--- src/rtl/pulse_measure.sv ---
// Measures high/low run lengths of a (possibly asynchronous) pulse train and
// reports them as length-minus-one, matching the pulse generator's convention.
module pulse_measure #(
  parameter int unsigned WIDTH       = 32,
  parameter int unsigned SYNC_STAGES = 2
) (
  input  logic             clk,
  input  logic             reset,
  input  logic             pulse_in,
  output logic [WIDTH-1:0] high_len,
  output logic [WIDTH-1:0] low_len,
  output logic             high_valid,
  output logic             low_valid,
  output logic             pair_valid,
  output logic             locked,
  output logic             overflow
);

  typedef enum logic [1:0] {
    ACQUIRE,
    MEAS_HIGH,
    MEAS_LOW
  } state_t;

  logic [SYNC_STAGES-1:0] r_sync;
  logic                   r_s_d;
  logic [WIDTH-1:0]       r_cnt;
  state_t                 r_state;
  logic                   r_have_high;

  logic [WIDTH-1:0]       r_high_len;
  logic [WIDTH-1:0]       r_low_len;
  logic                   r_high_valid;
  logic                   r_low_valid;
  logic                   r_pair_valid;
  logic                   r_locked;
  logic                   r_overflow;

  logic                   w_s;
  logic                   w_rise;
  logic                   w_fall;
  logic                   w_cnt_max;

  assign w_s       = r_sync[SYNC_STAGES-1];
  assign w_rise    = w_s & ~r_s_d;
  assign w_fall    = ~w_s & r_s_d;
  assign w_cnt_max = &r_cnt;

  // Sync chain and delayed copy both clear to 0, so a level held high through
  // reset shows up as a single rise once reset is released.
  always_ff @(posedge clk) begin
    if (reset) begin
      r_sync <= '0;
      r_s_d  <= 1'b0;
    end else begin
      r_sync[0] <= pulse_in;
      for (int unsigned i = 1; i < SYNC_STAGES; i++) begin
        r_sync[i] <= r_sync[i-1];
      end
      r_s_d <= w_s;
    end
  end

  always_ff @(posedge clk) begin
    if (reset) begin
      r_cnt <= '0;
    end else if ((r_state == ACQUIRE) || w_rise || w_fall) begin
      r_cnt <= '0;
    end else if (!w_cnt_max) begin
      r_cnt <= r_cnt + WIDTH'(1);
    end
  end

  // At an edge r_cnt already holds (cycles at previous level) - 1, and a
  // saturated count is all-ones, so it is captured directly in both cases.
  always_ff @(posedge clk) begin
    if (reset) begin
      r_state      <= ACQUIRE;
      r_have_high  <= 1'b0;
      r_high_len   <= '0;
      r_low_len    <= '0;
      r_high_valid <= 1'b0;
      r_low_valid  <= 1'b0;
      r_pair_valid <= 1'b0;
      r_locked     <= 1'b0;
      r_overflow   <= 1'b0;
    end else begin
      r_high_valid <= 1'b0;
      r_low_valid  <= 1'b0;
      r_pair_valid <= 1'b0;
      case (r_state)
        ACQUIRE: begin
          if (w_rise) begin
            r_locked <= 1'b1;
            r_state  <= MEAS_HIGH;
          end else if (w_fall) begin
            r_locked <= 1'b1;
            r_state  <= MEAS_LOW;
          end
        end
        MEAS_HIGH: begin
          if (w_fall) begin
            r_high_len   <= r_cnt;
            r_high_valid <= 1'b1;
            r_have_high  <= 1'b1;
            if (w_cnt_max) begin
              r_overflow <= 1'b1;
            end
            r_state <= MEAS_LOW;
          end
        end
        MEAS_LOW: begin
          if (w_rise) begin
            r_low_len    <= r_cnt;
            r_low_valid  <= 1'b1;
            r_pair_valid <= r_have_high;
            r_have_high  <= 1'b0;
            if (w_cnt_max) begin
              r_overflow <= 1'b1;
            end
            r_state <= MEAS_HIGH;
          end
        end
        default: begin
          r_state <= ACQUIRE;
        end
      endcase
    end
  end

  assign high_len   = r_high_len;
  assign low_len    = r_low_len;
  assign high_valid = r_high_valid;
  assign low_valid  = r_low_valid;
  assign pair_valid = r_pair_valid;
  assign locked     = r_locked;
  assign overflow   = r_overflow;

endmodule

--- config.mk ---
export PLATFORM = sky130hd
export DESIGN_NAME = pulse_measure
export DESIGN_NICKNAME = d
export VERILOG_FILES = /design/src/rtl/pulse_measure.sv
export SDC_FILE = /design/constraint.sdc
export NUM_CORES = 1
export LEC_CHECK = 0
export BUFFER_PORTS_ARGS = -buffer_cell sky130_fd_sc_hd__buf_2
export CAP_MARGIN = 20
export CORE_ASPECT_RATIO = 1.75
export CORE_MARGIN = 10
export CORE_UTILIZATION = 50
export DETAILED_ROUTE_END_ITERATION = 8
export GPL_ROUTABILITY_DRIVEN = 0
export MAX_ROUTING_LAYER = met4
export PLACE_DENSITY_LB_ADDON = 0.05
export REMOVE_ABC_BUFFERS = 1
export SYNTH_ARGS = -nofsm -noshare
export SYNTH_HDL_FRONTEND = slang
export SYNTH_SLANG_ARGS = --single-unit
--- constraint.sdc ---
create_clock -name clk -period 1.9 [get_ports clk]
set_input_delay 0.285 -clock clk [delete_from_list [all_inputs] [get_ports clk]]
set_output_delay 0.285 -clock clk [all_outputs]
set_load 0.1 [all_outputs]
==> impl_metrics.ini, run 1 <==
[synth]
yosysUniqueCellTypes = 41
synth_xor_area_share_pct = 1.659
syn-mean-instance-area_um2 = 8.155
synthCells = 518
synth_top_family_by_area = simple AND/OR/NAND/NOR gates
synth-seq-cells = 107
synth-seq-area-share_pct = 50.71
yosysTopAreaCell = dfxtp_1
synthMuxAreaShare_pct = 0.4739
synthTopCellsByArea = dfxtp_1 51%, nand2_1 13%, a21oi_1 10%
ys_warn_count = 0
synth_compound_area_share_pct = 15.73
synth_fa_ha_area_share_pct = 1.481
synth-simple-area-share_pct = 26.13
netlist.area_leader.share_pct = 50.71
synth_area_um2 = 4224

[status]
status = finished clean

[sta]
relSlewSlack_pct = 51.60
setup_ws_ps = 23.97
finalHoldViolCount = 0
finalMaxSlewViolations = 0
fin_crit_sh_pct = 98.74
finalClockSkew_ps = 7.213
grt_setup_unrepaired = yes
tightest_slew_ps = 726.0
fin_crit_ps = 1876
fmax_mhz = 533.0
setup_viol = 0

[global_route]
gr-usage-met1_pct = 18.16
grt_start_max_net_pins = 76
grt_pass1_wl_um = 17750
grt-busiest-layer = met2
gr-usage-met3_pct = 2.924
grt_usage_pct = 17.53
grt_pass1_vias = 3937
antenna_found_initial = 0
grt-ovfl-total = 0
grt_use_met2_pct = 32.12

[final_layout]
fin_cells = 727
drive_gt1_share_pct = 28.03
fillers = 759
nNetsFinal = 639
diodes = 0
final_cell_mix = 146 x nand2_1, 105 x dfxtp_1, 83 x a21oi_1
syn_to_final_growth_pct = 29.92
final_common_cell = nand2_1

[worst_setup_path]
crit_arrival_ps = 2150
crit_path_end_kind = flop
required_ps = 2170
critPathMaxFanout = 5
start_kind = flop
criticalPathCategory = flop to flop

[placement]
placed_cells = 708
portBuffers = 71
dp_hpwl_um = 7659
place_ws_ps = -133.4

[pwr]
peakVddDrop_uv = 579.9
p_sw_share_pct = 20.16
switchingPower_w = 0.0008477
power_frac_clock_pct = 44.2
intPower_w = 0.003358
power_density_nw_per_um2 = 766.4
p_seq_share_pct = 53.6
power_leakage_nw = 2.132
p_comb_share_pct = 2.3
power_w = 0.004206

[clocking]
clkSlewWorstSetupHoldPaths_ps = 70
clkSinkCount = 107
numCtsBuffers = 9
cts_hold_buffers = 0
root_buffer = clkbuf_16
insertion_delay_ps = 340
cts_tree = done
clock_path_buffers = 2
ctsHtreeMaxLevel = 3

[floorplanning]
fp.dieH_um = 141.6
ioPinCount = 72
core_area_um2 = 8258
num_rows = 44
die_area_um2 = 12670
initial_utilization_pct = 51.15
die_w_um = 89.48

[detailed_routing]
avgRoutedWirePerCell_um = 14.69
vias_per_cell = 5.437
drt_iter0_drc = 245
drt_first_pass_iters = 7
wl_um = 10680
route.vias.total = 3953
drcViolationCount = 0
drtAntennaViolNets = 0

[hold_path]
min_path_type = input port to flop

[flow_run]
maxCapViolations = 0
==> power groups by stage <==
| stage | Sequential (W) | Combinational, W | Clock [W] |
|---|---|---|---|
| final | 0.00225 | 0.0000956 | 0.00186 |
| after global routing | 0.00225 | 0.000107 | 0.00199 |
| after CTS | 0.00225 | 0.0000924 | 0.00192 |
| after detailed placement | 0.00230 | 0.0000911 | 0 |
| after global placement | 0.00230 | 0.0000903 | 0 |
| after floorplan | 0.00232 | 0.0000268 | 0 |
==> state kept, by name, summed over array words and instances (netlist names), 2 cells and up <==
| signal | cells |
|---|---|
| high_len | 32 |
| low_len | 32 |
| r_cnt | 32 |
| r_state | 2 |
| r_sync | 2 |
==> worst max-delay path, stage by stage (launching register included) <==
cell     delay (ps)
dfxtp_4         360
buf_6            90
nand4_1         180
nor4_4          330
nand2_2         100
buf_6           140
or4_4           470
a21oi_2         140
==> stage by stage <==
stage / TNS, ps / instance area (um^2) / hold slack, ps / util [%]
finish: 0 / 5488 / 166.5 / 66.45
global route: -279.3 / 5488 / 191.6 / 66.45
CTS: -6.013 / 5350 / 158.8 / 64.79
detailed placement: -595.9 / 5024 / 433.2 / 60.83
global placement: -62.81 / 5024 / 438.1 / 60.83
floorplan: -30840 / 4085 / 351.7 / -
==> cell usage after synthesis <==
library cell / number
inv_1: 6
nor2_1: 21
buf_4: 3
o21ai_1: 5
nor3b_1: 2
and3_1: 7
a31o_4: 1
a21oi_1: 86
o31ai_1: 6
or3_1: 12
nand3_1: 12
nor2b_1: 2
ha_1: 5
nand4_1: 6
or4_1: 7
or4_4: 1
o31a_1: 2
and2_1: 1
nand4_2: 1
nand2b_1: 1
o21a_1: 2
a2111oi_0: 1
xnor2_1: 7
nor4_1: 8
buf_2: 3
nor4_4: 1
o211ai_1: 2
dfxtp_1: 107
clkbuf_1: 27
nand3b_1: 1
a31oi_1: 3
xor2_1: 1
o21ai_0: 8
or2_2: 2
nand2_1: 147
mux2i_1: 2
o41ai_2: 1
nor4_2: 1
nor3_1: 2
and4_1: 3
a211oi_1: 2
==> layout make-up <==
class | count | area, um^2 | area share (%)
Sequential cell | 107 | 2147 | 39.12
Clock buffer | 11 | 252.7 | 4.606
Tap cell | 92 | 115.1 | 2.098
Timing Repair Buffer | 135 | 864.6 | 15.75
Inverter | 6 | 22.52 | 0.4104
Multi-Input combinational cell | 372 | 2036 | 37.10
Clock inverter | 4 | 50.05 | 0.9120
==> cells by family (layout without fill, tap and decap cells) <==
group	Yosys count	in the layout
AOI/OAI and AO/OA	119	119
adders and majority gates	5	5
DFF	107	107
buffers and inverters	39	156
and+or+nand+nor	238	238
muxes	2	2
xor gates and xnor gates	8	8
==> worst paths after layout <==
| check | from | cells past startpoint | slack [ps] | endpoint |
|---|---|---|---|---|
| setup reg to reg | r_cnt[0]$_SDFFE_PP0N_ | 7 | 20 | r_cnt[25]$_SDFFE_PP0N_ |
| setup / recovery | r_cnt[0]$_SDFFE_PP0N_ | 7 | 20 | r_cnt[25]$_SDFFE_PP0N_ |
| hold reg to reg | r_sync[0]$_SDFF_PP0_ | 1 | 440 | r_sync[1]$_SDFF_PP0_ |
| hold / removal | pulse_in | 2 | 170 | r_sync[0]$_SDFF_PP0_ |
==> per-layer routing <==
| layer | vias up | wire, um |
|---|---|---|
| li1 | 1994 | - |
| met1 | 1879 | 4255 |
| met2 | 69 | 6039 |
| met3 | 11 | 292 |
| met4 | 0 | 95 |
| met5 | - | 0 |
==> what timing repair did <==
| item | CTS | global route |
|---|---|---|
| endpoints found under the hold margin | 0 | 0 |
| setup buffers | 0 | 4 |
| gates resized for setup | 5 | 27 |
| gates cloned | 0 | 2 |
| pin swaps | 0 | 15 |
| setup endpoints to repair | 20 | 28 |
No activity file was read; power rests on OpenSTA's default activity.
==> run 2, diff against run 1 <==
--- a/config.mk
+++ b/config.mk
@@ -9,7 +9,7 @@
 export CAP_MARGIN = 20
 export CORE_ASPECT_RATIO = 1.75
 export CORE_MARGIN = 10
-export CORE_UTILIZATION = 50
+export CORE_UTILIZATION = 55
 export DETAILED_ROUTE_END_ITERATION = 8
 export GPL_ROUTABILITY_DRIVEN = 0
 export MAX_ROUTING_LAYER = met4
==> constraint.sdc (replaced) <==
create_clock -name clk -period 2 [get_ports clk]
set_input_delay 0.3 -clock clk [delete_from_list [all_inputs] [get_ports clk]]
set_output_delay 0.3 -clock clk [all_outputs]
set_load 0.1 [all_outputs]
==> run 2 against run 1 <==
Effect of this change: core utilization is 2.8 points higher; fmax fell by 1.9%; register-to-register slack better by 60 ps; worst setup slack improved by 63 ps; critical path depth down 1; power is 8.3% lower; global-route usage up 0.81 points; final cell count is 3.9% lower; clock skew up 1.2 ps; non-clock buffer count decreased by 25; first-iteration DRC count down 5.7%; largest cell class unchanged; cell area fell by 5.2%.
==> impl_metrics.ini, run 2 (synthesis results as in run 1) <==
[worst_setup_path]
path_cells = ha_1 > nand3_1 > or3_4 > or4_4 > xnor2_1 > nor2_1
r2r_start = r_cnt[0]$_SDFFE_PP0N_
critPathTopFamily = simple AND/OR/NAND/NOR gates
crit_buf_inv = 0
reg2reg_depth = 6
r2r_end = r_cnt[0]$_SDFFE_PP0N_
critPathMaxFanout = 5
crit_start = r_cnt[0]$_SDFFE_PP0N_
crit_cells = 6
r2r_setup_slack_ps = 90
required_ps = 2230
critical_path.endpoint = r_cnt[0]$_SDFFE_PP0N_
crit_path_end_kind = flop
criticalPathCategory = flop to flop
start_kind = flop
slowest_stage = or4_4
crit_arrival_ps = 2140
cpPeakStageDelay_ps = 570

[clocking]
clkSlewWorstSetupHoldPaths_ps = 60
cts_hold_buffers = 0
clkSinkCount = 107
insertion_delay_ps = 340
cts_tree = done
clock_path_buffers = 2
ctsHtreeMaxLevel = 3
root_buffer = clkbuf_16
numCtsBuffers = 9

[detailed_routing]
vias_per_cell = 5.496
drcViolationCount = 0
drt_first_pass_iters = 4
drt_iter0_drc = 231
drtAntennaViolNets = 0
route.vias.total = 3842
avgRoutedWirePerCell_um = 15.06
wl_um = 10530

[sta]
finalClockSkew_ps = 8.413
setup_viol = 0
tightest_slew_ps = 741.2
finalHoldViolCount = 0
fmax_mhz = 522.7
holdWs_ps = 171.4
finalMaxSlewViolations = 0
relSlewSlack_pct = 50.58
fin_crit_sh_pct = 95.65
setup_tns_ps = 0
fin_crit_ps = 1913
grt_setup_unrepaired = no

[global_route]
grt_usage_pct = 18.33
grt-ovfl-total = 0
antenna_found_initial = 0
grt_pass1_vias = 3739
grt_pass1_wl_um = 17190
grt_start_max_net_pins = 76

[placement]
portBuffers = 71
dp_hpwl_um = 7443
placed_cells = 683
placed_cell_area_um2 = 4886

[final_layout]
seq_area_um2 = 2142
multi_input_area_um2 = 1968
fillers = 664
final_common_cell = nand2_1
drive_gt1_share_pct = 22.26
final_cell_area_um2 = 5202
fin_cells = 699
final_cell_mix = 146 x nand2_1, 107 x dfxtp_1, 86 x a21oi_1
diodes = 0
nNetsFinal = 614
syn_to_final_growth_pct = 23.16

[status]
status = finished clean

[floorplanning]
die_area_um2 = 11720
initial_utilization_pct = 56.21
ioPinCount = 72
die_w_um = 86.25
fp.dieH_um = 135.9
num_rows = 42
core_area_um2 = 7515

[flow_run]
maxCapViolations = 0

[hold_path]
min_path_type = input port to flop

[pwr]
power_density_nw_per_um2 = 741.6
power_w = 0.003858
peakVddDrop_uv = 515.5
power_leakage_nw = 1.986
[run 2: cell count changes in the layout (fill, tap and decap cells not counted), moves of 3 or more]
cell / delta
clkbuf_1: +3
or4_1: +4
a21oi_1: +3
buf_6: -5
or4_4: -4
a21oi_2: -3
buf_4: -21
[run 2: worst min path at each step]
stage                        startpoint                       end  slack [ps]  cells past startpoint
6_report                       pulse_in      r_sync[0]$_SDFF_PP0_         170                      2
4_1_cts                        pulse_in      r_sync[0]$_SDFF_PP0_         170                      2
3_3_place_gp       r_sync[0]$_SDFF_PP0_      r_sync[1]$_SDFF_PP0_         430                      1
3_5_place_dp   low_len[24]$_SDFFE_PP0P_  low_len[24]$_SDFFE_PP0P_         440                      2
5_1_grt                        pulse_in      r_sync[0]$_SDFF_PP0_         190                      2
2_1_floorplan                     reset          r_s_d$_SDFF_PP0_         370                      1
[run 2: layout make-up]
cell class	instances	share of cell area, %
sequential	107	41.17
multi-input combinational	372	37.83
timing repair buffer	110	13.18
clock buffer	14	5.075
tap	88	2.116
inverter	6	0.4329
clock inverter	2	0.1924
[run 2: routing by layer]
metal	track usage, %	wire, um	vias up
li1	-	-	1945
met1	17.88	4050	1832
met2	33.86	5971	55
met3	4.374	355	10
met4	6.691	150	0
met5	-	0	-
[run 2: timing repair]
| action | CTS | global route |
|---|---|---|
| buffers inserted | 0 | 0 |
| endpoints found under the setup margin | 0 | 25 |
| gates resized for setup | 0 | 8 |
[run 2: per-stage QoR]
step | util (%) | setup slack, ps
global placement | 65.02 | 65.38
floorplan | - | -657.2
CTS | 68.66 | 3.309
global route | 69.23 | 4.741
detailed placement | 65.02 | 17.90
finish | 69.23 | 87.00
[run 2: power by group]
group	switching (W)	internal [W]
Sequential	0.00000609	0.00214
Combinational	0.0000613	0.0000211
Clock	0.000723	0.000910
==> run 3, diff against run 2 <==
--- a/config.mk
+++ b/config.mk
@@ -14,6 +14,7 @@
 export GPL_ROUTABILITY_DRIVEN = 0
 export MAX_ROUTING_LAYER = met4
 export PLACE_DENSITY_LB_ADDON = 0.05
+export RECOVER_POWER = 25
 export REMOVE_ABC_BUFFERS = 1
 export SYNTH_ARGS = -nofsm -noshare
 export SYNTH_HDL_FRONTEND = slang
==> run 3 against run 2 <==
Effect of this change: combinational power fell by 0.8%; non-clock buffer count did not move; worst setup slack lost 7.4 ps; critical endpoint unchanged; fmax decreased by 0.38%; critical path depth did not move; register-to-register slack hardly changed; routed wire length up 0.15%; power up 0.26%; core utilization fell by 0.050 points; final cell count is the same; via count is 0.65% higher; hold slack improved by 1.0 ps; critical path type unchanged.
==> impl_metrics.ini, run 3 (synthesis results as in run 1) <==
[sta]
holdWs_ps = 172.5
finalClockSkew_ps = 9.651
finalMaxSlewViolations = 0
fmax_mhz = 520.7
finalHoldViolCount = 0
fin_crit_ps = 1920
tightest_slew_ps = 1443
setup_tns_ps = 0
setup_viol = 0
relSlewSlack_pct = 3.805
fin_crit_sh_pct = 96.02
grt_setup_unrepaired = no

[worst_setup_path]
crit_path_end_kind = flop
start_kind = flop
crit_arrival_ps = 2150
criticalPathCategory = flop to flop
critPathMaxFanout = 5
required_ps = 2230
reg2reg_depth = 6
r2r_start = r_cnt[0]$_SDFFE_PP0N_
r2r_setup_slack_ps = 80
r2r_end = r_cnt[0]$_SDFFE_PP0N_

[hold_path]
min_path_type = input port to flop
worstHoldStart = pulse_in
worstHoldEndpoint = r_sync[0]$_SDFF_PP0_
hold_depth = 2

[pwr]
power_leakage_nw = 1.951
power_density_nw_per_um2 = 744.1
peakVddDrop_uv = 515.7

[global_route]
grt_start_max_net_pins = 76
antenna_found_initial = 0
grt-ovfl-total = 0
grt_pass1_wl_um = 17190
grt_usage_pct = 18.33
grt_pass1_vias = 3739

[final_layout]
nNetsFinal = 614
multi_input_area_um2 = 1968
final_util_pct = 69.18
diodes = 0
final_cell_mix = 146 x nand2_1, 107 x dfxtp_1, 86 x a21oi_1
syn_to_final_growth_pct = 23.07
fillers = 666
final_common_cell = nand2_1
drive_gt1_share_pct = 22.09
seq_area_um2 = 2142
final_cell_area_um2 = 5199

[detailed_routing]
avgRoutedWirePerCell_um = 15.08
vias_per_cell = 5.532
drt_first_pass_iters = 4
route.vias.total = 3867
drt_iter0_drc = 237
wl_um = 10540
drcViolationCount = 0
drtAntennaViolNets = 0

[floorplanning]
num_rows = 42
core_area_um2 = 7515
die_area_um2 = 11720
die_w_um = 86.25
initial_utilization_pct = 56.21
ioPinCount = 72
fp.dieH_um = 135.9

[clocking]
post_cts_buffers = 0
root_buffer = clkbuf_16
clock_path_buffers = 2
clkSlewWorstSetupHoldPaths_ps = 60
post_cts_resized = 0
cts_tree = done
ctsHtreeMaxLevel = 3
insertion_delay_ps = 340
cts_hold_buffers = 0
clkSinkCount = 107
numCtsBuffers = 9

[placement]
portBuffers = 71
dp_hpwl_um = 7443
placed_cell_area_um2 = 4886

[status]
status = finished clean

[flow_run]
maxCapViolations = 0
## run 3: cell types whose count changed in the layout (fill, tap and decap cells not counted)
| cell | change |
|---|---|
| clkbuf_1 | +1 |
| buf_4 | -1 |
| buf_2 | -34 |
| clkbuf_2 | +34 |
## run 3: metrics by stage
step                setup WS, ps  instances  total power [W]
finish                     79.62        699         0.003868
global route               4.741        699         0.003973
CTS                        3.309        699         0.003887
detailed placement         17.90        683         0.002275
global placement           65.38        683         0.002273
floorplan                 -657.2        485         0.002229
## run 3: per-layer routing
| layer | routed length, um | up-vias | share of wire [%] | track usage, % |
|---|---|---|---|---|
| met5 | 0 | - | 0 | - |
| met4 | 148 | 0 | 1.4 | 6.691 |
| met3 | 387 | 10 | 3.7 | 4.374 |
| met2 | 5978 | 63 | 57 | 33.86 |
| met1 | 4030 | 1850 | 38 | 17.88 |
| li1 | - | 1944 | - | - |
## run 3: report_power, final
part / leakage (nW) / switching (W) / internal (W)
combinational: 0.952 / 0.0000614 / 0.0000203
sequential: 0.862 / 0.00000610 / 0.00214
clock: 0.137 / 0.000733 / 0.000911
total: 1.95 / 0.000801 / 0.00307
## run 3: worst max path at each step
stage | from | to | slack, ps | depth (start not counted)
final | r_cnt[0]$_SDFFE_PP0N_ | r_cnt[0]$_SDFFE_PP0N_ | 80 | 6
after global routing | r_cnt[0]$_SDFFE_PP0N_ | r_cnt[0]$_SDFFE_PP0N_ | 5 | 6
after CTS | r_cnt[0]$_SDFFE_PP0N_ | r_cnt[3]$_SDFFE_PP0N_ | 3 | 5
after detailed placement | r_cnt[0]$_SDFFE_PP0N_ | r_cnt[22]$_SDFFE_PP0N_ | 20 | 7
after global placement | r_cnt[0]$_SDFFE_PP0N_ | r_cnt[22]$_SDFFE_PP0N_ | 70 | 7
after floorplan | r_s_d$_SDFF_PP0_ | low_len[0]$_SDFFE_PP0P_ | -660 | 5
## run 3: area by class of cell
type	instances	area share [%]
inverter	6	0.4332
clock inverter	2	0.1925
multi-input combinational	372	37.86
timing repair buffer	110	13.12
clock buffer	14	5.078
tap	88	2.118
sequential	107	41.20
## run 3: critical path: stages (launching register included)
cell	delay, ps
dfxtp_1	340
ha_1	180
nand3_1	110
or3_4	420
or4_4	570
xnor2_1	150
nor2_1	50
